===== src/rtl/bcd_counter_chain_if.sv =====
// Bus bundle for bcd_counter_chain: control inputs, load data, count and carry outputs.
// Optional feature macro: BCD_UPDOWN_EN adds the up_dn direction signal.
interface bcd_counter_chain_if #(
    parameter int unsigned DIGITS = 4
);
    logic                  en;
    logic                  clr;
    logic                  load;
    logic [4*DIGITS-1:0]   load_val;
    logic [4*DIGITS-1:0]   count;
    logic [DIGITS-1:0]     digit_tc;
    logic                  tc;
    logic                  wrap;
`ifdef BCD_UPDOWN_EN
    logic                  up_dn;
`endif

    // Driver side: the clock divider / control logic upstream
    modport master (
        output en, clr, load, load_val,
`ifdef BCD_UPDOWN_EN
        output up_dn,
`endif
        input  count, digit_tc, tc, wrap
    );

    // Counter side
    modport slave (
        input  en, clr, load, load_val,
`ifdef BCD_UPDOWN_EN
        input  up_dn,
`endif
        output count, digit_tc, tc, wrap
    );
endinterface


===== src/rtl/bcd_counter_chain.sv =====
// Synchronous N-digit cascaded BCD counter; digits share clk_div and are
// enabled through a combinational carry chain (no ripple clocking).
// Optional feature macro: BCD_UPDOWN_EN enables down-counting via up_dn.
module bcd_counter_chain #(
    parameter int unsigned DIGITS = 4,
    parameter bit          WRAP   = 1'b1
) (
    input  logic               clk_div,
    input  logic               rst,
    bcd_counter_chain_if.slave bus
);
    localparam int unsigned CW = 4 * DIGITS;

    logic [DIGITS:0] carry;
    logic [CW-1:0]   count_q;
    logic [CW-1:0]   count_step;
    logic [CW-1:0]   load_clean;
    logic            wrap_q;
    logic            sat_hold;
    logic [3:0]      dig;
    logic [3:0]      lv_dig;

    // Carry chain, per-digit step values and sanitised load data
    always_comb begin
        carry      = '0;
        count_step = count_q;
        load_clean = '0;
        dig        = '0;
        lv_dig     = '0;
        carry[0]   = bus.en & ~bus.clr & ~bus.load;
        for (int i = 0; i < int'(DIGITS); i++) begin
            dig = count_q[4*i +: 4];
`ifdef BCD_UPDOWN_EN
            if (!bus.up_dn) begin
                carry[i+1] = carry[i] & (dig == 4'd0);
                if (carry[i]) begin
                    count_step[4*i +: 4] = (dig == 4'd0) ? 4'd9 : 4'(dig - 4'd1);
                end
            end else
`endif
            begin
                carry[i+1] = carry[i] & (dig == 4'd9);
                if (carry[i]) begin
                    count_step[4*i +: 4] = (dig == 4'd9) ? 4'd0 : 4'(dig + 4'd1);
                end
            end
            // Non-BCD nibbles load as zero so count can never leave 0..9
            lv_dig = bus.load_val[4*i +: 4];
            load_clean[4*i +: 4] = (lv_dig > 4'd9) ? 4'd0 : lv_dig;
        end
    end

    // Saturating build freezes the count at the terminal value
    assign sat_hold = carry[DIGITS] & ~WRAP;

    // Count and wrap-pulse registers; priority rst > clr > load > en
    always_ff @(posedge clk_div) begin
        if (rst) begin
            count_q <= '0;
            wrap_q  <= 1'b0;
        end else if (bus.clr) begin
            count_q <= '0;
            wrap_q  <= 1'b0;
        end else if (bus.load) begin
            count_q <= load_clean;
            wrap_q  <= 1'b0;
        end else if (carry[0]) begin
            if (!sat_hold) begin
                count_q <= count_step;
            end
            wrap_q <= carry[DIGITS] & WRAP;
        end else begin
            wrap_q <= 1'b0;
        end
    end

    assign bus.count    = count_q;
    assign bus.digit_tc = carry[DIGITS:1];
    assign bus.tc       = carry[DIGITS];
    assign bus.wrap     = wrap_q;
endmodule


===== src/flat_wrapper.sv =====
// flat-port wrapper written by rule: the top's interface ports become plain ports
module bcd_counter_chain_flat 
#(
    parameter int unsigned DIGITS = 4,
    parameter bit          WRAP   = 1'b1
)
  (clk_div, rst, bus_en, bus_clr, bus_load, bus_load_val, bus_count, bus_digit_tc, bus_tc, bus_wrap);
  bcd_counter_chain_if #(.DIGITS(DIGITS)) bus_i ();
  input  logic clk_div;
  input  logic rst;
  input wire logic [$bits(bus_i.en)-1:0] bus_en;
  input wire logic [$bits(bus_i.clr)-1:0] bus_clr;
  input wire logic [$bits(bus_i.load)-1:0] bus_load;
  input wire logic [$bits(bus_i.load_val)-1:0] bus_load_val;
  output wire logic [$bits(bus_i.count)-1:0] bus_count;
  output wire logic [$bits(bus_i.digit_tc)-1:0] bus_digit_tc;
  output wire logic [$bits(bus_i.tc)-1:0] bus_tc;
  output wire logic [$bits(bus_i.wrap)-1:0] bus_wrap;
  assign bus_i.en = bus_en;
  assign bus_i.clr = bus_clr;
  assign bus_i.load = bus_load;
  assign bus_i.load_val = bus_load_val;
  assign bus_count = bus_i.count;
  assign bus_digit_tc = bus_i.digit_tc;
  assign bus_tc = bus_i.tc;
  assign bus_wrap = bus_i.wrap;
  bcd_counter_chain #(.DIGITS(DIGITS), .WRAP(WRAP)) u_core (.clk_div(clk_div), .rst(rst), .bus(bus_i));
endmodule

===== config.mk =====
export PLATFORM = sky130hd
export DESIGN_NAME = bcd_counter_chain_flat
export DESIGN_NICKNAME = d
export VERILOG_FILES = /design/src/rtl/bcd_counter_chain_if.sv /design/src/rtl/bcd_counter_chain.sv /design/src/flat_wrapper.sv
export SDC_FILE = /design/constraint.sdc
export NUM_CORES = 1
export LEC_CHECK = 0
export CORE_MARGIN = 10
export CORE_UTILIZATION = 44
export CTS_CLUSTER_DIAMETER = 200
export DETAILED_ROUTE_END_ITERATION = 16
export PLACE_DENSITY = 0.91
export SKIP_CTS_REPAIR_TIMING = 1
export SLEW_MARGIN = 20
export SYNTH_ARGS = -nofsm -noshare
export SYNTH_HDL_FRONTEND = slang
export SYNTH_SLANG_ARGS = --single-unit
export TNS_END_PERCENT = 1

===== constraint.sdc =====
create_clock -name clk_div -period 2.5 [get_ports clk_div]
set_clock_uncertainty 0.05 [all_clocks]
set_input_delay 0.5 -clock clk_div [delete_from_list [all_inputs] [get_ports clk_div]]
set_output_delay 0.5 -clock clk_div [all_outputs]
set_load 0.02 [all_outputs]

==> out/results.ini <==
[die]
io_pins=43
placement_rows=18
initial_utilization_pct=47.2
core_area_mm2=0.00254
die_width_um=72.3
die_area_mm2=0.00522
floorplan.die.height_um=72.3

[yosys]
syn_area_mm2=0.00120
synth-edff-count=0
postSynthAreaPerCell_um2=8.07
post_synth_main_area_contributors=dfxtp_1 28%, o21ai_0 7.1%, xnor2_1 4.4%
yosysTopAreaCellShare_pct=28.3
share_of_synthesized_registers_carrying_an_async_set_or_reset_pct=0
synth.largest_area_cell=dfxtp_1
yosysWarningCount=0
sequential_to_total_area_share_from_yosys_stat_pct=28.3
postSynthRegisterBits=17
yosys_most_used_dff=dfxtp_1
netlist_instances=149
synth.net_count=170
post_synth_num_cell_types=45

[finish]
fraction_of_final_layout_cells_with_drive_strength_greater_than_1_pct=15.6
area_delta_synth_final_pct=48.4
net_count_final=227
mostFrequentLayoutCell=clkdlybuf4s50_1
antenna_cells=0
most-common-layout-cells=37 x clkdlybuf4s50_1, 19 x buf_4, 17 x o21ai_0, 17 x dfxtp_1, 12 x inv_1
final.fill_count=202

[setup_path]
worst-setup-path-type=in -> out
worst_ep_required_time_ps=1950
biggest_fanout_along_the_worst_timing_path=5
timing.critical_path.slowest_cell_delay_ps=460
arrival_ps=1970
critical_path.slowest_cell=clkdlybuf4s50_1
worstPathCellList=clkdlybuf4s50_1, and3b_1, nand3_2, nor4_4, dlymetal6s2s_1
kind_of_end_point_of_the_critical_path=primary output
timing.critical_path.from_type=input pin

[timing]
report.final.hold_viol_count=0
max_slew_margin_pct=55.4
slew_worst_pin_ps=667
crit_path_time_final_ps=2520
rsz_0062_raised_after_global_routing=true
final.period_utilization_pct=101
post-route-worst-setup-slack_ps=-22.2
timing.final.setup_violations=2
max_slew_vio_count=0
max_freq_mhz=396

[clock_tree]
clockBufferDepth=2
cts_max_level=1
insertion_delay_ps=310
tritoncts_clock_tree=built
root_buffer=clkbuf_4
cts_sinks=17
tritoncts.num_buffers=3
clkSlewWorstSetupHoldPaths_ps=120

[outcome]
violations=negative setup slack
status=finished with violations

[power]
irDropWorstVdd_mv=0.298
power_mw=0.585
leakagePower_nw=0.763
p_per_area_mw_per_mm2=328

[route]
viasPerCell=5.75
avgRoutedWirePerCell_um=16.1
violation_count_after_the_first_detailed_routing_iteration=92
remaining_number_of_nets_flagged_by_the_antenna_check_after_routing=0
routed-via-count=1352
drt_pre_antenna_iters=4
wirelength_mm=3.78
drc=0

[global_route]
total_gr_overflow=0
via_count_of_the_first_global_routing_pass=1385
gr-usage-all-layers_pct=14.4
grt_start_max_net_pins=20
grt_first_pass_wirelength_mm=6.24
grt_antenna_before_repair=0

[placement]
detailed_place_hpwl_mm=2.93
port-buffer-count=42
gpl_wtd_cong=0.866
dp_slack_ps=-435

[run]
cap_violations=0

[worst_hold_path]
hold_path.class=reg -> reg

sequential cells by signal, summed over array words and instances (netlist names):
signal,flops
u_core.bus.count,16
u_core.bus.wrap,1
worst max-delay path, delay by kind of cell:
kind / cells / cell delay [ps]
buffers and inverters: 2 / 730
AND/OR/NAND/NOR: 3 / 740
synth_stat cells (2+ instances only):
master and number:
buf_4 2, xnor2_1 6, and3_1 2, nand4_1 6, o211a_1 3, and4bb_2 2
nand2_1 11, nor2b_1 2, nand2b_1 3, nand3_1 2, nor2_1 10, nand3b_1 5
inv_1 12, a21oi_1 4, a211oi_1 2, o21ai_0 17, o311a_1 3, dfxtp_1 17
o21a_1 3, a31oi_1 3, buf_2 2, a221oi_1 3, mux2i_1 2, nor4_1 2
clkbuf_1 5
cells by family after synthesis:
logic type	count (synthesis)	share of synthesized area [%]
and+or+nand+nor	57	30.5
buffers and inverters	21	7.39
DFF	17	28.3
xor gates and xnor gates	6	4.37
AOI/OAI and AO/OA	46	27.8
muxes	2	1.66
layer usage:
metal / wire [µm] / part of all wire (%) / up-vias / GRT usage (%)
met2: 1810 / 48 / 51 / 24.0
li1: - / - / 668 / -
met4: 36 / 0.95 / 0 / 4.73
met1: 1580 / 42 / 628 / 15.9
met5: 0 / 0 / - / 0
met3: 354 / 9.4 / 5 / 6.26
final timing paths:
| kind | cells after the start | startpoint | to | slack [ps] |
|---|---|---|---|---|
| hold reg to reg | 2 | u_core.bus.count[12]$_SDFFE_PP0P_ | u_core.bus.count[12]$_SDFFE_PP0P_ | 610 |
| setup / recovery | 5 | bus_clr | bus_tc | -20 |
| hold / removal | 2 | u_core.bus.count[12]$_SDFFE_PP0P_ | u_core.bus.count[12]$_SDFFE_PP0P_ | 610 |
| setup reg to reg | 5 | u_core.bus.count[7]$_SDFFE_PP0P_ | u_core.bus.count[9]$_SDFFE_PP0P_ | 640 |
power by group:
part	switching (mW)	leakage [nW]	internal (mW)
Combinational	0.0668	0.607	0.0749
Clock	0.0966	0.0177	0.0597
Sequential	0.00850	0.138	0.279
Total	0.172	0.763	0.414
per-stage QoR:
step	instances	area (µm²)	hold slack [ps]	TNS [ps]	util, %
final	235	1780	612	-44.4	70.1
after global routing	235	1780	655	-334	70.1
after CTS	235	1790	607	-1800	70.2
after detailed placement	231	1760	568	-1790	69.1
after global placement	231	1760	569	-1610	69.1
after floorplan	149	1200	588	0	-
layout make-up:
cell class	instances	area [µm²]	area share [%]
multi-input cells	111	773	43.3
repair buffers	61	561	31.4
flip-flops and latches	17	340	19.1
inverters	12	45.0	2.52
well taps	30	37.5	2.10
clock buffers	3	22.5	1.26
clock inverters	1	5.00	0.281
(Power assumes the default switching activity.)
